==> src/rtl/reaction_timer_pkg.sv <==
`default_nettype none
// +----------------------------------------------------------------------+
// | Module   : ninja_pkg                                                 |
// | Purpose  : Shared types and constants for the reaction_timer round   |
// |            controller (FSM state, BCD limits, LFSR taps).            |
// | Revision : 1.0  initial release                                      |
// +----------------------------------------------------------------------+
package ninja_pkg;

  typedef enum logic [2:0] {
    IDLE    = 3'd0,
    ARM     = 3'd1,
    MEASURE = 3'd2,
    RESULT  = 3'd3,
    FOUL    = 3'd4
  } state_t;

  localparam logic [11:0] BCD_MAX   = 12'h999;
  localparam int          TICK_HZ   = 10;
  // Fibonacci taps 8,6,5,4 expressed as a bit mask over lfsr[7:0].
  localparam logic [7:0]  LFSR_TAPS = 8'b1011_1000;

  // Numeric compare of two 3-digit BCD values, most significant digit first.
  function automatic logic bcd_lt(input logic [11:0] a, input logic [11:0] b);
    logic lt;
    logic decided;
    lt      = 1'b0;
    decided = 1'b0;
    for (int d = 2; d >= 0; d--) begin
      if (!decided && (a[4*d +: 4] != b[4*d +: 4])) begin
        lt      = (a[4*d +: 4] < b[4*d +: 4]);
        decided = 1'b1;
      end
    end
    return lt;
  endfunction

endpackage
`default_nettype wire

==> src/rtl/reaction_timer_if.sv <==
`default_nettype none
// +----------------------------------------------------------------------+
// | Module   : reaction_timer_if                                         |
// | Purpose  : Game-side signal bundle of the reaction timer: tick       |
// |            input, player buttons, generator enable and results.      |
// | Revision : 1.0  initial release                                      |
// +----------------------------------------------------------------------+
interface reaction_timer_if;
  logic        clk_100ms;
  logic        start;
  logic        hit;
  logic        cnt_en;
  logic        go_led;
  logic [11:0] bcd_time;
  logic        done;
  logic        foul;
  logic        timeout;
  logic [11:0] best_bcd;

  modport master (
    output clk_100ms, start, hit,
    input  cnt_en, go_led, bcd_time, done, foul, timeout, best_bcd
  );

  modport slave (
    input  clk_100ms, start, hit,
    output cnt_en, go_led, bcd_time, done, foul, timeout, best_bcd
  );
endinterface
`default_nettype wire

==> src/rtl/reaction_timer_bcd_digit.sv <==
`default_nettype none
// +----------------------------------------------------------------------+
// | Module   : bcd_digit                                                 |
// | Purpose  : One BCD digit counter with synchronous clear and          |
// |            increment; nine flags the digit about to roll over.       |
// | Revision : 1.0  initial release                                      |
// +----------------------------------------------------------------------+
module bcd_digit (
  input  wire logic       clk,
  input  wire logic       rst,
  input  wire logic       clr,
  input  wire logic       inc,
  output logic [3:0]      q,
  output logic            nine
);

  logic [3:0] r_q;

  // Digit register: clear has priority, increment wraps 9 -> 0.
  always_ff @(posedge clk or posedge rst) begin
    if (rst) begin
      r_q <= 4'd0;
    end else if (clr) begin
      r_q <= 4'd0;
    end else if (inc) begin
      r_q <= (r_q == 4'd9) ? 4'd0 : r_q + 4'd1;
    end
  end

  assign q    = r_q;
  assign nine = (r_q == 4'd9);

endmodule
`default_nettype wire

==> src/rtl/reaction_timer.sv <==
`default_nettype none
// +----------------------------------------------------------------------+
// | Module   : reaction_timer                                            |
// | Purpose  : Reflex-game round controller. Waits a pseudo-random       |
// |            number of 100 ms ticks, lights GO, then counts ticks in   |
// |            BCD (00.0-99.9 s) until the player hits.                  |
// | Options  : BEST_SCORE_EN - keep the best valid time since reset.     |
// | Revision : 1.0  initial release                                      |
// +----------------------------------------------------------------------+
module reaction_timer
  import ninja_pkg::*;
#(
  parameter int         MIN_WAIT  = 10,
  parameter logic [7:0] LFSR_SEED = 8'hA5
) (
  input  wire logic        clk,
  input  wire logic        rst,
  reaction_timer_if.slave  bus
);

  state_t      r_state;
  logic [7:0]  r_lfsr;
  logic [7:0]  r_wait_cnt;
  logic        r_clk_100ms_q;
  logic        r_cnt_en;
  logic        r_go_led;
  logic        r_done;
  logic        r_foul;
  logic        r_timeout;

  logic        w_tick;
  logic        w_start_ok;
  logic        w_sat;
  logic        w_count;
  logic [2:0]  w_inc;
  logic [2:0]  w_nine;
  logic [11:0] w_bcd;

  assign w_tick     = bus.clk_100ms & ~r_clk_100ms_q;
  assign w_start_ok = bus.start & ((r_state == IDLE) | (r_state == RESULT) | (r_state == FOUL));
  assign w_sat      = &w_nine;
  // A hit in the same cycle as a tick stops the count before that tick lands.
  assign w_count    = (r_state == MEASURE) & w_tick & ~bus.hit & ~w_sat;

  assign w_inc[0] = w_count;
  assign w_inc[1] = w_count & w_nine[0];
  assign w_inc[2] = w_count & w_nine[0] & w_nine[1];

  // Rising-edge detector on the tick generator's square wave.
  always_ff @(posedge clk or posedge rst) begin
    if (rst) r_clk_100ms_q <= 1'b0;
    else     r_clk_100ms_q <= bus.clk_100ms;
  end

  // Free-running Fibonacci LFSR supplying the random part of the wait.
  always_ff @(posedge clk or posedge rst) begin
    if (rst) r_lfsr <= LFSR_SEED;
    else     r_lfsr <= {r_lfsr[6:0], ^(r_lfsr & LFSR_TAPS)};
  end

  for (genvar i = 0; i < 3; i++) begin : g_digit
    bcd_digit u_digit (
      .clk  (clk),
      .rst  (rst),
      .clr  (w_start_ok),
      .inc  (w_inc[i]),
      .q    (w_bcd[4*i +: 4]),
      .nine (w_nine[i])
    );
  end

  // Round FSM with registered status outputs.
  always_ff @(posedge clk or posedge rst) begin
    if (rst) begin
      r_state    <= IDLE;
      r_wait_cnt <= 8'd0;
      r_cnt_en   <= 1'b0;
      r_go_led   <= 1'b0;
      r_done     <= 1'b0;
      r_foul     <= 1'b0;
      r_timeout  <= 1'b0;
    end else begin
      case (r_state)
        IDLE, RESULT, FOUL: begin
          if (bus.start) begin
            r_wait_cnt <= 8'(MIN_WAIT) + {4'd0, r_lfsr[3:0]};
            r_done     <= 1'b0;
            r_foul     <= 1'b0;
            r_timeout  <= 1'b0;
            r_cnt_en   <= 1'b1;
            r_state    <= ARM;
          end
        end
        ARM: begin
          if (bus.hit) begin
            r_foul   <= 1'b1;
            r_cnt_en <= 1'b0;
            r_state  <= FOUL;
          end else if (w_tick) begin
            if (r_wait_cnt == 8'd0) begin
              r_go_led <= 1'b1;
              r_state  <= MEASURE;
            end else begin
              r_wait_cnt <= r_wait_cnt - 8'd1;
            end
          end
        end
        MEASURE: begin
          if (bus.hit) begin
            r_done   <= 1'b1;
            r_go_led <= 1'b0;
            r_cnt_en <= 1'b0;
            r_state  <= RESULT;
          end else if (w_tick && w_sat) begin
            r_timeout <= 1'b1;
            r_go_led  <= 1'b0;
            r_cnt_en  <= 1'b0;
            r_state   <= RESULT;
          end
        end
        default: begin
          r_cnt_en <= 1'b0;
          r_go_led <= 1'b0;
          r_state  <= IDLE;
        end
      endcase
    end
  end

`ifdef BEST_SCORE_EN
  logic [11:0] r_best;

  // Best time tracks only hit-terminated rounds; foul and timeout never reach here.
  always_ff @(posedge clk or posedge rst) begin
    if (rst) begin
      r_best <= BCD_MAX;
    end else if ((r_state == MEASURE) && bus.hit && bcd_lt(w_bcd, r_best)) begin
      r_best <= w_bcd;
    end
  end

  assign bus.best_bcd = r_best;
`else
  assign bus.best_bcd = BCD_MAX;
`endif

  assign bus.cnt_en   = r_cnt_en;
  assign bus.go_led   = r_go_led;
  assign bus.bcd_time = w_bcd;
  assign bus.done     = r_done;
  assign bus.foul     = r_foul;
  assign bus.timeout  = r_timeout;

endmodule
`default_nettype wire

==> src/flat_wrapper.sv <==
// flat-port wrapper written by rule: the top's interface ports become plain ports
module reaction_timer_flat import ninja_pkg::*;
#(
  parameter int         MIN_WAIT  = 10,
  parameter logic [7:0] LFSR_SEED = 8'hA5
)
  (clk, rst, bus_clk_100ms, bus_start, bus_hit, bus_cnt_en, bus_go_led, bus_bcd_time, bus_done, bus_foul, bus_timeout, bus_best_bcd);
  reaction_timer_if bus_i ();
  input  wire logic clk;
  input  wire logic rst;
  input wire logic [$bits(bus_i.clk_100ms)-1:0] bus_clk_100ms;
  input wire logic [$bits(bus_i.start)-1:0] bus_start;
  input wire logic [$bits(bus_i.hit)-1:0] bus_hit;
  output wire logic [$bits(bus_i.cnt_en)-1:0] bus_cnt_en;
  output wire logic [$bits(bus_i.go_led)-1:0] bus_go_led;
  output wire logic [$bits(bus_i.bcd_time)-1:0] bus_bcd_time;
  output wire logic [$bits(bus_i.done)-1:0] bus_done;
  output wire logic [$bits(bus_i.foul)-1:0] bus_foul;
  output wire logic [$bits(bus_i.timeout)-1:0] bus_timeout;
  output wire logic [$bits(bus_i.best_bcd)-1:0] bus_best_bcd;
  assign bus_i.clk_100ms = bus_clk_100ms;
  assign bus_i.start = bus_start;
  assign bus_i.hit = bus_hit;
  assign bus_cnt_en = bus_i.cnt_en;
  assign bus_go_led = bus_i.go_led;
  assign bus_bcd_time = bus_i.bcd_time;
  assign bus_done = bus_i.done;
  assign bus_foul = bus_i.foul;
  assign bus_timeout = bus_i.timeout;
  assign bus_best_bcd = bus_i.best_bcd;
  reaction_timer #(.MIN_WAIT(MIN_WAIT), .LFSR_SEED(LFSR_SEED)) u_core (.clk(clk), .rst(rst), .bus(bus_i));
endmodule
==> config.mk <==
export PLATFORM = sky130hd
export DESIGN_NAME = reaction_timer_flat
export DESIGN_NICKNAME = d
export VERILOG_FILES = /design/src/rtl/reaction_timer_pkg.sv /design/src/rtl/reaction_timer_if.sv /design/src/rtl/reaction_timer_bcd_digit.sv /design/src/rtl/reaction_timer.sv /design/src/flat_wrapper.sv
export SDC_FILE = /design/constraint.sdc
export NUM_CORES = 1
export LEC_CHECK = 0
export BUFFER_PORTS_ARGS = -buffer_cell sky130_fd_sc_hd__buf_2
export CAP_MARGIN = 20
export CORE_ASPECT_RATIO = 1.2
export CORE_MARGIN = 1.5
export CORE_UTILIZATION = 30
export CTS_BUF_LIST = sky130_fd_sc_hd__clkbuf_8
export CTS_CLUSTER_SIZE = 10
export DETAILED_ROUTE_END_ITERATION = 8
export PLACE_DENSITY = 0.44
export SYNTH_ARGS = -nofsm -noshare
export SYNTH_HDL_FRONTEND = slang
export SYNTH_SLANG_ARGS = --single-unit
==> constraint.sdc <==
create_clock -name clk -period 5.5 [get_ports clk]
set_input_delay 1.1 -clock clk [delete_from_list [all_inputs] [get_ports clk]]
set_output_delay 1.1 -clock clk [all_outputs]
set_load 0.005 [all_outputs]
==> impl_metrics.env <==
export IMPL_worst_path_buf_inv=1
export IMPL_leakagePower_nw=1.03
export IMPL_totalWireLength_um=4020
export IMPL_yosysMostFrequentCell="dfrtp_1"
export IMPL_ctsResizeCount=0
export IMPL_synth_top_area_share=0.407
export IMPL_cp_max_fo=16
export IMPL_die_x_um=78.0
export IMPL_nets=252
export IMPL_outcome="completed"
export IMPL_htreeDepth=2
export IMPL_critPathMaxStageDelay_ns=0.52
export IMPL_clockBufferDepth=2
export IMPL_ys_flop_type="dfrtp_1"
export IMPL_ys_top_cells_by_count="dfrtp_1, nor2_1, a21oi_1"
export IMPL_ant_nets=0
export IMPL_grt_max_degree=38
export IMPL_p_comb_frac=0.355
export IMPL_start_kind="input port"
export IMPL_endpoint_kind="flip-flop"
export IMPL_min_period_ns=2.48
export IMPL_cp_arrival_ns=2.69
export IMPL_worstReg2RegEnd="u_core.r_wait_cnt[5]"
export IMPL_hp_start="u_core.r_lfsr[6]"
export IMPL_syn_area_per_cell_sq_um=9.30
export IMPL_swShare=0.395
export IMPL_via_per_inst=4.62
export IMPL_ctsHoldBuffers=0
export IMPL_critical_path_class="in2reg"
export IMPL_fin_worst_skew_ns=0.00547
export IMPL_rsz0062_at_grt="no"
export IMPL_cts_sinks=37
export IMPL_cpLargestDelayFamily="simple AND/OR/NAND/NOR gates"
export IMPL_start_util=0.312
export IMPL_synth_cell_area_sq_mm=0.00203
export IMPL_io_buffers=21
export IMPL_timing_final_hold_violations=0
export IMPL_required_ns=5.72
export IMPL_routedWlPerCell_um=12.4
export IMPL_period_share=0.450
export IMPL_seq_power_share=0.430
export IMPL_switching_power_mw=0.344
export IMPL_yosys_area_top_type="dfrtp_1"
export IMPL_drt_iter0_drc=95
export IMPL_setup_violations_final=0
export IMPL_core_area_sq_mm=0.00649
export IMPL_ys_seq_area_frac=0.459
export IMPL_rrSetupSlack_ns=3.38
export IMPL_slew_headroom=0.461
export IMPL_cts_made_buffers=5
export IMPL_ys_warn_count=0
export IMPL_postSynthCellCount=218
export IMPL_gp_congestion=0.729
export IMPL_areaGrowthSynthToFinish_pct=10.3
export IMPL_drc=0
export IMPL_path_cells="buf_2 > nor3b_4 > nor2_1 > a211o_1 > or4_1 > a21oi_1"
export IMPL_post_cts_setup_buffer_count=0
export IMPL_firstDrtPassIters=4
export IMPL_synth_edf_count=0
export IMPL_clk_pin_slew_ns=0.08
export IMPL_internal_power_mw=0.526
export IMPL_r2r_start="u_core.r_state[1]"
export IMPL_cpMaxStageDelayCell="or4_1"
export IMPL_gr_total_overflow=0
export IMPL_first_global_vias=1433
export IMPL_die_area_sq_mm=0.00726
export IMPL_yosysUniqueCellTypes=46
export IMPL_cts_tree="yes"
export IMPL_cts_root_buf="clkbuf_8"
export IMPL_grt_use_total=0.121
export IMPL_hold_path_class="reg2reg"
export IMPL_hpwlAfterDp_um=2830
export IMPL_powerDensity_mw_per_mm2=389
export IMPL_rows=32
export IMPL_antenna_found_initial=0
export IMPL_peakVddDrop_mv=0.113
export IMPL_ios=34
export IMPL_yosys_register_bits=37
export IMPL_clkPwrFrac=0.215
export IMPL_grt_first_pass_wirelength_um=6850
export IMPL_drive_gt1_frac=0.163
export IMPL_holdPathEnd="u_core.r_lfsr[7]"
export IMPL_async_flop_share=1.00
export IMPL_total_power_mw=0.870
export IMPL_via_count=1497
export IMPL_antenna_cells=0
export IMPL_maxSlewViolCount=0
export IMPL_drv_cap=0
export IMPL_whs_path_depth=0
export IMPL_final_setup_tns_ns=0
export IMPL_worst_pin_slew_ns=0.804
export IMPL_synthTopCellsByArea="dfrtp_1, ha_1, dfstp_2, nor2_1, buf_4"
export IMPL_final_fill_count=689
export IMPL_die_h_um=93.0
export IMPL_reg2reg_depth=5
export IMPL_worstSkewPairLatency_ns=0.29
export IMPL_fmax_mhz=404
[placed cells by master (no fill, tap or decap), drive strengths merged, types with 6 or more instances in the layout]
cell and count:
conb 12, or3 9, nand2 15, o21ai 12, a21oi 17, nor3 9
inv 8, ha 9, nor2 30, buf 22, a211oi 6, dfrtp 33
[layer usage]
metal / vias up / GRT usage / wire (um)
met1: 693 / 0.147 / 1920
met3: 5 / 0.0283 / 137
li1: 768 / - / -
met4: 0 / 0.0491 / 68
met5: - / 0 / 0
met2: 31 / 0.204 / 1900
[cell type report]
type                    count  area, sq um  area share
clock buffers               5         68.8      0.0308
clock inverters             3         17.5     0.00783
inverters                   8         30.0      0.0134
multi-input cells         164          970       0.434
flip-flops and latches     37          931       0.416
well taps                  85          106      0.0476
repair buffers             22          113      0.0504
[worst max-delay path by stage]
stage | start | depth (start not counted) | endpoint
after detailed placement | bus_hit | 6 | u_core.r_wait_cnt[5]
after floorplan | bus_hit | 5 | u_core.r_wait_cnt[5]
after CTS | bus_hit | 6 | u_core.r_wait_cnt[5]
after global placement | bus_hit | 6 | u_core.r_wait_cnt[5]
after global routing | bus_hit | 6 | u_core.r_wait_cnt[5]
final | bus_hit | 6 | u_core.r_wait_cnt[5]
[cell families after synthesis]
logic type	share of synthesized area
compound gates	0.133
xor+xnor	0.0259
fa+ha+maj	0.0556
buf+inv	0.0821
flops	0.459
mux	0.00494
other cells	0.00371
simple gates	0.235
[worst register-to-register path: stages, from the launching register on]
cell	delay (ns)
dfrtp_1	0.56
or3b_1	0.36
nor2_1	0.07
a211o_1	0.40
or4_1	0.52
a21oi_1	0.15
[stage by stage]
| stage | hold slack (ns) | cell area, sq um | utilization | cells | worst slack (ns) |
|---|---|---|---|---|---|
| 3_3_place_gp | 0.341 | 2150 | 0.331 | 316 | 2.74 |
| 6_report | 0.360 | 2240 | 0.345 | 324 | 3.02 |
| 5_1_grt | 0.365 | 2240 | 0.345 | 324 | 2.90 |
| 2_1_floorplan | 0.333 | 2060 | - | 228 | 3.14 |
| 3_5_place_dp | 0.340 | 2150 | 0.331 | 316 | 2.70 |
| 4_1_cts | 0.364 | 2240 | 0.345 | 324 | 3.03 |
[registers in the layout, summed over array words and instances (netlist names)]
name,flops
u_core.bus.foul,1
u_core.r_lfsr,8
u_core.r_state,3
u_core.bus.timeout,1
u_core.bus.cnt_en,1
u_core.r_wait_cnt,8
u_core.g_digit.u_digit.q,12
u_core.r_clk_100ms_q,1
u_core.bus.go_led,1
u_core.bus.done,1
[power by group through the flow]
stage	clock, mW	sequential (mW)	combinational [mW]
floorplan	0	0.355	0.282
CTS	0.198	0.375	0.315
global route	0.204	0.387	0.362
finish	0.187	0.374	0.309
global placement	0	0.381	0.316
detailed placement	0	0.378	0.315
(Power assumes the default switching activity.)
